## src/rtl/spram_loader_pkg.sv

```systemverilog
// Shared constants for the SPRAM boot loader: FSM encodings, flash layout
// defaults and the image start-address helper.
package spram_loader_pkg;

   // FSM state encodings
   localparam logic [2:0] StFill   = 3'd0;
   localparam logic [2:0] StGap    = 3'd1;
   localparam logic [2:0] StWaitIp = 3'd2;
   localparam logic [2:0] StDone   = 3'd3;
   localparam logic [2:0] StError  = 3'd4;

   localparam logic [31:0] END_MARKER_DEF   = 32'hFFFF_FFFF;
   localparam logic [3:0]  MASK_ALL         = 4'b1111;
   localparam logic [23:0] FLASH_BASE0_DEF  = 24'h030000;
   localparam logic [23:0] FLASH_STRIDE_DEF = 24'h020000;

   // Flash byte address of image idx; wraps modulo 2^24 like the flash bus.
   function automatic logic [23:0] image_addr(input logic [23:0] base,
                                              input logic [23:0] stride,
                                              input int unsigned idx);
      logic [31:0] tmp;
      tmp = 32'(base) + 32'(stride) * idx;
      return tmp[23:0];
   endfunction

endpackage

```

## src/rtl/spram_boot_loader_ctrl.sv

```systemverilog
// Power-up loader: copies NUM_IMAGES images from SPI flash (via spi_fifo)
// into SPRAM banks, one bank per image, then releases the SoC once the hard
// IP configuration has also completed.
module spram_boot_loader_ctrl
   import spram_loader_pkg::*;
#(
   parameter int unsigned NUM_IMAGES   = 2,
   parameter int unsigned ADDR_W       = 14,
   parameter int unsigned MIN_WORDS    = 1024,
   parameter logic [31:0] END_MARKER   = END_MARKER_DEF,
   parameter int unsigned GAP_CYCLES   = 4,
   parameter logic [23:0] FLASH_BASE0  = FLASH_BASE0_DEF,
   parameter logic [23:0] FLASH_STRIDE = FLASH_STRIDE_DEF
) (
   input  logic                  clk_i,
   input  logic                  rst_i,
   input  logic                  ip_done_i,
   input  logic                  spi_we_i,
   input  logic [31:0]           spi_din_i,
   output logic                  fill_o,
   output logic                  fifo_rst_o,
   output logic [23:0]           flash_addr_o,
   output logic [NUM_IMAGES-1:0] bank_sel_o,
   output logic [ADDR_W-1:0]     mem_addr_o,
   output logic [31:0]           mem_din_o,
   output logic                  mem_we_o,
   output logic [3:0]            mem_maskwe_o,
   output logic                  load_done_o,
   output logic                  err_o
);

   localparam int unsigned IdxW = (NUM_IMAGES > 1) ? $clog2(NUM_IMAGES) : 1;
   localparam int unsigned GapW = $clog2(GAP_CYCLES + 1);

   logic [2:0]        state_q, state_d;
   logic [IdxW-1:0]   img_idx_q, img_idx_d;
   logic [ADDR_W-1:0] addr_q, addr_d;
   logic [GapW-1:0]   gap_cnt_q, gap_cnt_d;
   logic              err_q, err_d;
   logic              done_q, done_d;

   logic in_fill;
   logic wr;
   logic is_marker;
   logic last_img;
   logic addr_full;

   assign in_fill   = (state_q == StFill);
   // Writes are suppressed while reset is asserted so a stale FILL state
   // cannot corrupt the bank during the reset cycle.
   assign wr        = in_fill && spi_we_i && !rst_i;
   assign is_marker = (spi_din_i == END_MARKER) && (32'(addr_q) >= MIN_WORDS);
   assign last_img  = (img_idx_q == IdxW'(NUM_IMAGES - 1));
   assign addr_full = (addr_q == {ADDR_W{1'b1}});

   // Next-state logic for the load sequencer
   always_comb begin
      state_d   = state_q;
      img_idx_d = img_idx_q;
      addr_d    = addr_q;
      gap_cnt_d = gap_cnt_q;
      err_d     = err_q;
      done_d    = done_q;
      case (state_q)
         StFill: begin
            if (wr) begin
               if (is_marker) begin
                  addr_d    = '0;
                  gap_cnt_d = '0;
                  state_d   = last_img ? StWaitIp : StGap;
               end else if (addr_full) begin
                  // Bank exhausted without a terminator: stop, do not wrap.
                  err_d   = 1'b1;
                  state_d = StError;
               end else begin
                  addr_d = addr_q + 1'b1;
               end
            end
         end
         StGap: begin
            addr_d = '0;
            if (gap_cnt_q == GapW'(GAP_CYCLES - 1)) begin
               gap_cnt_d = '0;
               img_idx_d = img_idx_q + 1'b1;
               state_d   = StFill;
            end else begin
               gap_cnt_d = gap_cnt_q + 1'b1;
            end
         end
         StWaitIp: begin
            if (ip_done_i) begin
               done_d  = 1'b1;
               state_d = StDone;
            end
         end
         StDone:  done_d = 1'b1;
         StError: err_d  = 1'b1;
         default: state_d = StError;
      endcase
   end

   // State registers with synchronous reset
   always_ff @(posedge clk_i) begin
      if (rst_i) begin
         state_q   <= StFill;
         img_idx_q <= '0;
         addr_q    <= '0;
         gap_cnt_q <= '0;
         err_q     <= 1'b0;
         done_q    <= 1'b0;
      end else begin
         state_q   <= state_d;
         img_idx_q <= img_idx_d;
         addr_q    <= addr_d;
         gap_cnt_q <= gap_cnt_d;
         err_q     <= err_d;
         done_q    <= done_d;
      end
   end

   // Output decode from registered state; write port is a pass-through
   always_comb begin
      fill_o       = in_fill && !rst_i;
      fifo_rst_o   = !(in_fill && !rst_i);
      flash_addr_o = image_addr(FLASH_BASE0, FLASH_STRIDE, 32'(img_idx_q));
      bank_sel_o   = in_fill ? (NUM_IMAGES'(1) << img_idx_q) : '0;
      mem_addr_o   = addr_q;
      mem_din_o    = spi_din_i;
      mem_we_o     = wr;
      mem_maskwe_o = MASK_ALL;
      load_done_o  = done_q;
      err_o        = err_q;
   end

endmodule

```

## config.mk

```make
export PLATFORM = sky130hd
export DESIGN_NAME = spram_boot_loader_ctrl
export DESIGN_NICKNAME = d
export VERILOG_FILES = /design/src/rtl/spram_loader_pkg.sv /design/src/rtl/spram_boot_loader_ctrl.sv
export SDC_FILE = /design/constraint.sdc
export NUM_CORES = 1
export LEC_CHECK = 0
export ABC_AREA = 1
export CORE_MARGIN = 4
export CORE_UTILIZATION = 29
export DETAILED_ROUTE_END_ITERATION = 8
export PLACE_DENSITY_LB_ADDON = 0.15
export REMOVE_ABC_BUFFERS = 1
export SLEW_MARGIN = 20
export SYNTH_ARGS = -nofsm -noshare
export SYNTH_HDL_FRONTEND = slang
export SYNTH_SLANG_ARGS = --single-unit
```

## constraint.sdc

```tcl
create_clock -name clk_i -period 2.18 [get_ports clk_i]
set_input_delay 0.545 -clock clk_i [delete_from_list [all_inputs] [get_ports clk_i]]
set_output_delay 0.545 -clock clk_i [all_outputs]
set_load 0.02 [all_outputs]
```

## Yosys cells after proc, flatten, opt, wreduce, memory -nomap -nowiden

Cells that the tools add are included.
Widths: inputs -> output; s select.

- $add $sub $neg: 4
- $mul: 0
- Div/mod/pow operators: 0
- $lt $le $gt $ge: 1
- Equal/unequal tests: 15
- Shift operators: 1
- Muxes and demuxes: 22
- Bitwise operators: 1
- Reduce and logical (&&, ||, !) cells: 17

Operators by type and width:

| kind | number |
|---|---|
| $mux 14 | 3 |
| $eq 32x32->1 const B | 1 |
| $pmux 14 s2 | 1 |
| $mux 3 | 8 |
| $add 18x18->19 const A | 1 |
| $add 14x1->14 const B | 1 |
| $eq 14x14->1 const B | 1 |
| $ge 14x11->1 const B | 1 |
| $pmux 3 s4 | 1 |
| $eq 3x2->1 const B | 3 |
| $ne 2x2->1 const B | 4 |
| $pmux 3 s2 | 1 |
| $reduce_and 3->1 | 2 |
| $reduce_bool 2->1 | 3 |
| $reduce_and 5->1 | 1 |
| $logic_and 1x1->1 | 4 |
| $mux 1 | 4 |
| $mux 2 | 2 |
| $ne 2x1->1 const B | 2 |
| $pmux 1 s2 | 2 |
| $reduce_and 2->1 | 2 |
| $reduce_and 4->1 | 1 |
| $add 3x1->3 const B | 1 |
| $eq 3x1->1 const B | 1 |
| 9 further kinds | 10 |

- Register bits: 23
- Bits in latches: 0
- Memory bits (writable): 0
- Bits in read-only memories: 0
- Logic and storage cells: 67
- Memories kept: 0

## Depth between registers and ports, before layout

Gate-level depths: netlist of the first run.

- Depth after elaboration: 5
- Depth in mapped cells: 11
- Depth with buffers taken out: 10

## Worst setup path before layout of the first run

Ideal clock, no wire load.

- Kind: input-to-output
- From: in rst_i
- To: out mem_we_o
- Data arrival time: 1.625 ns
- Slack: 0.010 ns
- Stages on the path: 4
- Buffers on the path: 1
- Cells stage by stage: clkbuf_1 > nor2_1 > inv_1 > nor2_1

- Cells in the longest elaborated chain, start to end: 2

Ends and longest elaborated chain:

| what | RTL line | source |
|---|---|---|
| from (decl) | spram_boot_loader_ctrl.sv:16 | `input logic rst_i,` |
| $logic_not 1->1 | spram_boot_loader_ctrl.sv:51 | `assign wr = in_fill && spi_we_i && !rst_i;` |
| $logic_and 1x1->1 | spram_boot_loader_ctrl.sv:51 |  |
| to (decl) | spram_boot_loader_ctrl.sv:26 | `output logic mem_we_o,` |

Every way passes these cells.

## Worst setup path in the final report of the first run

- From: in spi_din_i[14]
- To: out mem_din_o[14]

RTL lines:

| what | RTL line | source |
|---|---|---|
| from (decl) | spram_boot_loader_ctrl.sv:19 | `input logic [31:0] spi_din_i,` |
| to (decl) | spram_boot_loader_ctrl.sv:25 | `output logic [31:0] mem_din_o,` |

No word-level cell between the ends.

==> impl_results.md, run 1 <==
- Yosys top cell area share: 21.53%
- Critical Path Source Type: primary input
- Commonest cells after routing, fill and taps aside: nand2_1, nor2_1, clkdlybuf4s50_1
- Die Ht: 93.87 microns
- Cell Chain, Critical Path: clkdlybuf4s50_1 -> clkdlybuf4s50_1
- Post-synthesis cell area: 0.002138 sq mm
- VDD IR max: 0.1641 mV
- Crit-path slowest cell: clkdlybuf4s50_1
- PwrDens: 336.7 mW/mm^2
- Port bufs: 90
- Crit Reg-Reg Endpoint: mem_addr_o[0]
- Layout Nets: 451
- Die area: 0.008812 sq mm
- Starting Density: 29.64%
- Synth warn: 0
- Sink Count: 23
- First-pass GRT wire length: 9108 microns
- Hold Path Depth: 2
- CTS root buffer: clkbuf_8
- Worst r2r path cells: 10
- Clock-pin slew on the worst setup and hold paths: 0.08 ns
- FF-to-FF setup slack: 0.30 ns
- Worst setup EP type: primary output
- Fmax: 462.5 MHz
- Num ports: 117
- Global placement routability congestion: 0.8250
- Top cell by count, worst path: clkdlybuf4s50_1
- # DRC: 0
- Final instance area: 0.002939 sq mm
- P&R area growth vs syn: 37.45%
- Num rows: 31
- Status: finished, final reports clean
- Vias/cell: 4.184
- Largest area contributor in the netlist: dfxtp_1
- CP Class: in2out
- Unrepaired setup endpoints after global routing: false
- # diodes: 0
- Setup TNS: 0 ns
- Final Max Slew Viols: 0
- CORE AREA: 0.007214 sq mm
- Synth Instances: 342
- Filler cells: 807
- Largest net degree at the start of global routing: 14
- Worst skew pair latency: 0.27 ns
- Pre-antenna DRT Iters: 4
- Final Hold Vio Count: 0
- Min cycle time layout: 2.162 ns
- Hold endpoint: err_o
- Max-cap violations: 0
- Commonest non-fill, non-tap cell in the layout: nand2_1
- Hold buffer count at cts: 0
- Hold path startpoint: err_o
- Lkg Pwr: 0.001416 uW
- Reg2reg start: mem_addr_o[0]
- CTS buffer count: 3
- CP Data Required Time: 1.63 ns
- Setup WS pre-CTS: -0.2497 ns
- Vias in the first global route: 2027
- CTS H-tree depth: 1
- Via count: 2134
- Routed Antenna Nets: 0
- Fin crit share: 99.18%
- Slack of the critical path: 0.01777 ns
- Global route overflow: 0
- Die span in x: 93.87 microns
- Antenna violations before repair: 0
- Layout cells sized above 1: 10.95%
- Register area: 460.4 sq um
- Top cell family by delay on the critical path: buffers and inverters
- Worst EP arrival: 1.62 ns
- Largest stage delay, worst path: 0.60 ns
- Avg Cell Area, Syn: 6.252 sq um
- Routed len/inst: 11.18 microns
- Seq/Total Area, Yosys: 21.53%
- Inst Count DP: 506
- Synth cell types: 29
- Synth Register Bits: 23
- GRT Resource Usage Total: 12.55%
- Final Setup Violations: 0
- Area contributors post-synth: dfxtp_1, buf_4, nand2_1, nor2_1, inv_1
- Number of DRC markers in iteration 0: 145
- CP bufs+invs: 2
- Area of the multi-input gates: 0.001132 sq mm
- Post-DP HPWL: 4800 microns
- Clk buf depth: 2
- CTS tree: yes
- Area post-placement: 0.002887 sq mm
- Clock skew: 0.003426 ns
- Final Instance Count excl. Fillers: 510
- Final wirelength: 5703 microns
- Crit Path Max Fanout: 2
- Min-Delay Path Class: reg2reg
logic make-up (layout without fill, tap and decap cells):
group,Yosys count,in the layout,synth area share [%]
AND/OR/NAND/NOR,186,186,39.44
buffers and inverters,102,147,29.84
adder cells (fa/ha/maj),3,3,1.756
other,2,26,0.3512
flip-flops,23,23,21.53
AO/OA/AOI/OAI,26,26,7.080
how the worst max path moves through the flow:
stage | start | end | slack, ns | cells after the start
6_report | spi_din_i[14] | mem_din_o[14] | 0.02 | 2
3_3_place_gp | rst_i | mem_we_o | -0.24 | 5
2_1_floorplan | state_q[2] | mem_we_o | 0.07 | 7
5_1_grt | spi_din_i[14] | mem_din_o[14] | 0.0008 | 2
4_1_cts | spi_din_i[15] | mem_din_o[15] | 0.0004 | 2
3_5_place_dp | rst_i | mem_we_o | -0.25 | 5
layer usage:
layer	track usage [%]	up-vias	routed length, microns
li1	-	1112	-
met1	14.90	928	2417
met2	22.24	90	2628
met3	3.045	4	610
met4	3.610	0	46
met5	0	-	0
stage by stage:
stage                     hold slack, ns  utilization (%)  total power [uW]
after detailed placement          0.4448            40.01             741.3
final                             0.4523            40.74             989.6
after floorplan                   0.4366                -             527.7
after global placement            0.4399            40.01             740.4
after CTS                         0.4589            40.25              1017
after global routing              0.4841            40.74              1044
state kept, by name, indices dropped and copies added, names as in the netlist:
| name | count |
|---|---|
| gap_cnt_q | 3 |
| mem_addr_o | 14 |
| img_idx_q | 1 |
| load_done_o | 1 |
| state_q | 3 |
| err_o | 1 |
area by class of cell:
cell class                 instances  share of cell area (%)
multi-input combinational        241                   38.53
tap                               99                   4.215
clock buffer                       4                   1.533
sequential                        23                   15.67
timing repair buffer             106                   35.33
inverter                          37                   4.725
Yosys cell counts (all sizes together):
| cell | n |
|---|---|
| nand3 | 24 |
| buf | 63 |
| or2 | 2 |
| ha | 3 |
| nor2 | 67 |
| o21ai | 8 |
| nand2 | 81 |
| nand3b | 3 |
| dfxtp | 23 |
| clkbuf | 2 |
| and3 | 1 |
| inv | 37 |
| conb | 2 |
| nand4 | 5 |
| a21oi | 17 |
| nor3 | 3 |
| o211ai | 1 |
report_power, final:
part           switching [uW]  internal [uW]  total [uW]
sequential               5.45            424         429
clock                     147            131         278
combinational             157            126         283
timing repair:
item                       CTS  global route
gates resized for setup     22            18
gates cloned                 0             0
buffers inserted             0             0
setup endpoints to repair   22            17
(Power assumes the default switching activity.)
==> inputs of run 2 (changes only) <==
- SETUP_SLACK_MARGIN: default -> 0.1
==> impl_results.md, run 2 (synthesis gave the netlist of run 1 again) <==
- Status: finished, final reports clean
- Comb pwr share: 28.0% (-0.6 points)
- Commonest cells after routing, fill and taps aside: nand2_1, nor2_1, clkdlybuf4s50_1
- Hold buffer count at cts: 0 (unchanged)
- Post-DP HPWL: 4800 microns (unchanged)
- # diodes: 0 (unchanged)
- Num ports: 117 (unchanged)
- Slack of the critical path: 0.1934 ns (+0.1757 ns)
- Min cycle time layout: 1.987 ns (-0.1757 ns)
- Critical Path Source: rst_i
- CTS buffer count: 3 (unchanged)
- Global placement routability congestion: 0.8250 (unchanged)
- Port bufs: 90 (unchanged)
- CTS H-tree depth: 1 (unchanged)
- CP Data Required Time: 1.63 ns (about the same)
- Layout cells sized above 1: 12.35% (+1.4 points)
- CP Class: in2out
- Max-cap violations: 0 (unchanged)
- Num rows: 31 (unchanged)
- Global route overflow: 0 (unchanged)
- Routed Antenna Nets: 0 (unchanged)
- Number of DRC markers in iteration 0: 116 (-20%)
- P&R area growth vs syn: 35.46%
- Max FFs per register: 14 (unchanged)
- Setup TNS: 0 ns (unchanged)
- Met3 Wirelength: 639 microns (+4.8%)
- Die Ht: 93.87 microns (unchanged)
- Final Util: 40.15% (-0.59 points)
- Die span in x: 93.87 microns (unchanged)
- Crit Reg-Reg Endpoint: mem_addr_o[0]
- Vias in the first global route: 2027 (unchanged)
- Net Switching: 308.6 uW (-0.20%)
- Commonest non-fill, non-tap cell in the layout: nand2_1
- Starting Density: 29.64% (unchanged)
- Worst skew pair latency: 0.27 ns (about the same)
- Vias/cell: 4.172 (-0.30%)
- Crit Path Max Fanout: 2 (unchanged)
- Min-Delay Path Class: reg2reg
- PwrDens: 338.6 mW/mm^2 (+0.58%)
- DR WL met2: 2625 microns (-0.11%)
- Final Power: 980.9 uW (-0.88%)
- Pre-antenna DRT Iters: 4 (unchanged)
- First-pass GRT wire length: 9108 microns (unchanged)
- Reg2reg start: mem_addr_o[0]
- CTS tree: yes
- Cell Int Power: 672.3 uW (-1.2%)
- Clock skew: 0.002465 ns (-0.0009606 ns)
- CORE AREA: 0.007214 sq mm (unchanged)
- Fmax: 503.4 MHz (+8.8%)
- Final Hold Vio Count: 0 (unchanged)
- Clk buf depth: 2 (unchanged)
- Critical Path Source Type: primary input
- Switching share of power: 31.46% (+0.21 points)
- Sink Count: 23 (unchanged)
- Die area: 0.008812 sq mm (unchanged)
- Routed len/inst: 11.13 microns (-0.46%)
- Layout Nets: 453 (+0.44%)
- Worst EP arrival: 1.44 ns (-0.18 ns)
- Final wirelength: 5699 microns (about the same)
- Metal-1 WL: 2373 microns (-1.8%)
- Highest routed layer: met4
- Unrepaired setup endpoints after global routing: false
- Clock-pin slew on the worst setup and hold paths: 0.08 ns (about the same)
- Lkg Pwr: 0.001315 uW (-7.1%)
- Worst setup EP type: primary output
- Fin crit share: 91.13% (-8.1 points)
- VDD IR max: 0.1647 mV (+0.38%)
- Via count: 2136 (+0.094%)
- FF-to-FF setup slack: 0.30 ns (about the same)
- Final Setup Violations: 0 (unchanged)
- Antenna violations before repair: 0 (unchanged)
- GRT Resource Usage Total: 12.55% (unchanged)
- Fin Hold WS: 0.4524 ns (+0.0001130 ns)
- CP endpoint: mem_we_o
- CTS root buffer: clkbuf_8
- Setup WS pre-CTS: -0.2497 ns (unchanged)
- Worst r2r path cells: 10 (unchanged)
- Clk pwr share: 28.2% (about the same)
- Largest net degree at the start of global routing: 14 (unchanged)
- # DRC: 0 (unchanged)
- Seq pwr share: 43.8% (+0.4 points)
- Final Max Slew Viols: 0 (unchanged)
[run 2: power groups by stage]
stage	Clock (uW)	Sequential, uW	Combinational [uW]
after floorplan	0	443	84.7
after global routing	307	430	298
after CTS	299	429	278
final	277	429	275
after detailed placement	0	439	302
after global placement	0	439	301
[run 2: what timing repair did]
action | CTS | global route
cloned | 0 | 0
buffers inserted | 0 | 2
pin swaps | 0 | 2
setup endpoints to repair | 37 | 16
resized for setup | 38 | 9
[run 2: layout make-up]
cell class	count	area, sq um
Sequential cell	23	460.4
Timing Repair Buffer	108	991.0
Multi-Input combinational cell	241	1137
Inverter	37	138.9
Tap cell	99	123.9
Clock buffer	4	45.04
Fill cell	817	4318
[run 2: how the worst min path moves through the flow]
stage / endpoint / cells past startpoint / from / slack, ns
after floorplan: gap_cnt_q[1] / 2 / gap_cnt_q[1] / 0.44
after global placement: err_o / 2 / err_o / 0.44
after detailed placement: err_o / 2 / err_o / 0.44
after CTS: err_o / 2 / err_o / 0.46
after global routing: err_o / 2 / err_o / 0.48
final: err_o / 2 / err_o / 0.45
[run 2: stage by stage]
step / instances / instance area (sq um)
2_1_floorplan: 301 / 1729
3_3_place_gp: 506 / 2887
4_1_cts: 510 / 2887
3_5_place_dp: 506 / 2887
5_1_grt: 512 / 2897
6_report: 512 / 2897
[run 2: critical path, cell delays in order]
cell and delay, ns:
clkdlybuf4s50_1 0.45, nor2_2 0.14, inv_1 0.06, nor2_1 0.08, clkbuf_2 0.17
[run 2: layer usage]
| metal | GRT usage [%] | up-vias |
|---|---|---|
| met4 | 3.610 | 0 |
| met2 | 22.24 | 91 |
| met1 | 14.90 | 924 |
| met5 | 0 | - |
| li1 | - | 1116 |
| met3 | 3.045 | 5 |
==> RTL edit, RTL diff (settings of run 2) <==
Register the inputs `ip_done_i`, `spi_we_i` and `spi_din_i` before use, cleared by the reset. The logic sees them one clock later.
--- a/src/rtl/spram_boot_loader_ctrl.sv
+++ b/src/rtl/spram_boot_loader_ctrl.sv
@@ -34,2 +34,18 @@
 
+   logic ip_done_q;
+   logic spi_we_q;
+   logic [31:0] spi_din_q;
+
+   always_ff @(posedge clk_i) begin
+      if (rst_i) begin
+         ip_done_q <= '0;
+         spi_we_q  <= '0;
+         spi_din_q <= '0;
+      end else begin
+         ip_done_q <= ip_done_i;
+         spi_we_q  <= spi_we_i;
+         spi_din_q <= spi_din_i;
+      end
+   end
+
    logic [2:0]        state_q, state_d;
@@ -50,4 +66,4 @@
    // cannot corrupt the bank during the reset cycle.
-   assign wr        = in_fill && spi_we_i && !rst_i;
-   assign is_marker = (spi_din_i == END_MARKER) && (32'(addr_q) >= MIN_WORDS);
+   assign wr        = in_fill && spi_we_q && !rst_i;
+   assign is_marker = (spi_din_q == END_MARKER) && (32'(addr_q) >= MIN_WORDS);
    assign last_img  = (img_idx_q == IdxW'(NUM_IMAGES - 1));
@@ -90,3 +106,3 @@
          StWaitIp: begin
-            if (ip_done_i) begin
+            if (ip_done_q) begin
                done_d  = 1'b1;
@@ -127,3 +143,3 @@
       mem_addr_o   = addr_q;
-      mem_din_o    = spi_din_i;
+      mem_din_o    = spi_din_q;
       mem_we_o     = wr;
Check against the original RTL: not equivalent (a bounded check fails within 4 cycles, from zero or initial values and one cycle with rst_i high).
==> RTL edit against run 2 <==
- sequential cell count up 34
- global-route usage up 0.56 points
- synthesized area up 36%
- total power up 140%
- routed wire length up 27%
- count of clock-buffer cells in the layout up 6
- worst setup slack worse by 34 ps
- design area up 42%
- critical path type is now reg2out
- critical endpoint unchanged
- largest cell class unchanged
- highest routed layer unchanged
==> RTL edit: results (changes against run 2) <==
stage;metric;value;unit;change
yosys;ys_top_cells_by_count;nor2_1 (80), nand2_1 (76), inv_1 (74);;
pwr;vdd_drop_max;0.345;mV;+110%
layout;largest_register_ffs;32;;+18
placement;placedInstanceArea;3890;sq um;+35%
global_route;grt_pass1_vias;2533;;+25%
layout;diodes;0;;unchanged
critical_path;r2r_start;mem_addr_o[1];;
worst_hold_path;holdCritStartpoint;err_o;;
pwr;p_leak;0.00192;uW;+46%
critical_path;r2r_slack;320;ps;+20 ps
global_route;met1_usage;0.159;;+0.00950
clock_tree;clk_pin_slew;70;ps;
global_route;grt_use_met2;0.190;;-0.0323
clock_tree;insertion_delay;330;ps;+60 ps
yosys;seq_area_frac_synth;0.392;;+0.177
clock_tree;clock_path_buffers;2;;unchanged
global_route;grt_max_degree;41;;+27
routing;ant_nets;0;;unchanged
layout;area_growth;41.7;%;
yosys;yosysUniqueCellTypes;37;;+28%
sta;skew;7.57;ps;+5.11 ps
routing;first_pass_iters;4;;unchanged
yosys;synthFlopType;dfxtp_1;;
placement;numPortBuffers;90;;unchanged
layout;filler_cell_count;1063;;+30%
clock_tree;cts_max_level;3;;+2
routing;detail_route.vias_per_cell;4.03;;-3.4%
worst_hold_path;hold_path.class;reg2reg;;
global_route;grt_usage;0.131;;+0.00560
critical_path;crit_arrival;1480;ps;+40 ps
yosys;yosysWarnings;0;;unchanged
clock_tree;cts_root_buffer;clkbuf_8;;
critical_path;r2r_end;mem_addr_o[8];;
critical_path;cp_max_fo;6;;+4
clock_tree;cts_buffers;9;;+6
layout;drive_gt1_frac;0.122;;-0.00154
placement;gp_congestion;0.842;;+2.0%
yosys;synth.area.top_cells;dfxtp_1 (39%), nor2_1 (10%), nand2_1 (9.8%);;
yosys;async_flop_share;0;;unchanged
routing;drt_iter0_drc;123;;+6.0%
routing;wl_per_cell;10.8;microns;-2.7%
critical_path;rr_worst_depth;11;;+1
critical_path;slowest_stage;dfxtp_1;;
worst_hold_path;hold_end;err_o;;
layout;nNetsFinal;567;;+25%
global_route;grt_pass1_wl;12000;microns;+32%
outcome;run_status;finished, final reports clean;;
critical_path;slowest_delay;350;ps;-100 ps
global_route;antenna_found_initial;0;;unchanged
worst_hold_path;holdPathStages;2;;unchanged
global_route;grt_use_met3;0.0818;;+0.0513
placement;post-dp-hpwl;5550;microns;+16%
RTL edit: metal layers:
layer	wire length, microns	vias up
li1	-	1421
met1	3040	1158
met2	3100	99
met3	1010	6
met4	65	0
met5	0	-
RTL edit: worst max-delay path by stage:
stage                  start             to  slack (ps)  cells after the start
4_1_cts           state_q[2]       mem_we_o         110                      6
3_3_place_gp           rst_i       mem_we_o        -320                      5
3_5_place_dp           rst_i       mem_we_o        -340                      5
6_report          state_q[2]       mem_we_o         160                      6
2_1_floorplan  mem_addr_o[0]  mem_addr_o[2]         370                     10
5_1_grt           state_q[1]       mem_we_o          70                      6
RTL edit: cell families (layout without fill, tap and decap cells):
logic type,Yosys count,in the layout,synth area share
flip-flops,57,57,0.392
other,2,26,0.00258
adder cells (fa/ha/maj),3,3,0.0129
AO/OA/AOI/OAI,19,19,0.0400
buffers and inverters,121,207,0.204
AND/OR/NAND/NOR,219,219,0.343
XOR/XNOR,2,2,0.00603
RTL edit: area by class of cell:
class,count,share of cell area
Inverter,83,0.0759
Clock buffer,10,0.0310
Multi-Input combinational cell,269,0.309
Clock inverter,6,0.0164
Timing Repair Buffer,108,0.250
Sequential cell,57,0.278
Tap cell,133,0.0404
RTL edit: timing repair:
| item | in CTS | in global routing |
|---|---|---|
| buffers inserted | 2 | 2 |
| pin swaps | 0 | 2 |
| gates resized for setup | 9 | 7 |
| endpoints found under the setup margin | 5 | 11 |
RTL edit: power by group:
group / total, uW / leakage (uW) / switching, uW / internal (uW)
sequential: 1100 / 0.000470 / 20.9 / 1080
clock: 982 / 0.0000929 / 450 / 532
combinational: 321 / 0.00136 / 171 / 150
total: 2400 / 0.00192 / 642 / 1760
RTL edit: critical path: cells and delay by family, from the launching register on:
kind	cells	cell delay (ps)
simple gates	3	350
flops	1	350
buf+inv	3	440
RTL edit: stage by stage:
step / hold slack, ps / instances / power, uW / worst slack [ps] / TNS, ps
finish: 455 / 666 / 2400 / 160 / 0
global route: 481 / 666 / 2530 / 65.3 / 0
CTS: 458 / 664 / 2440 / 105 / 0
detailed placement: 445 / 646 / 1450 / -338 / -951
floorplan: 428 / 409 / 1270 / 366 / 0
global placement: 438 / 646 / 1450 / -322 / -909
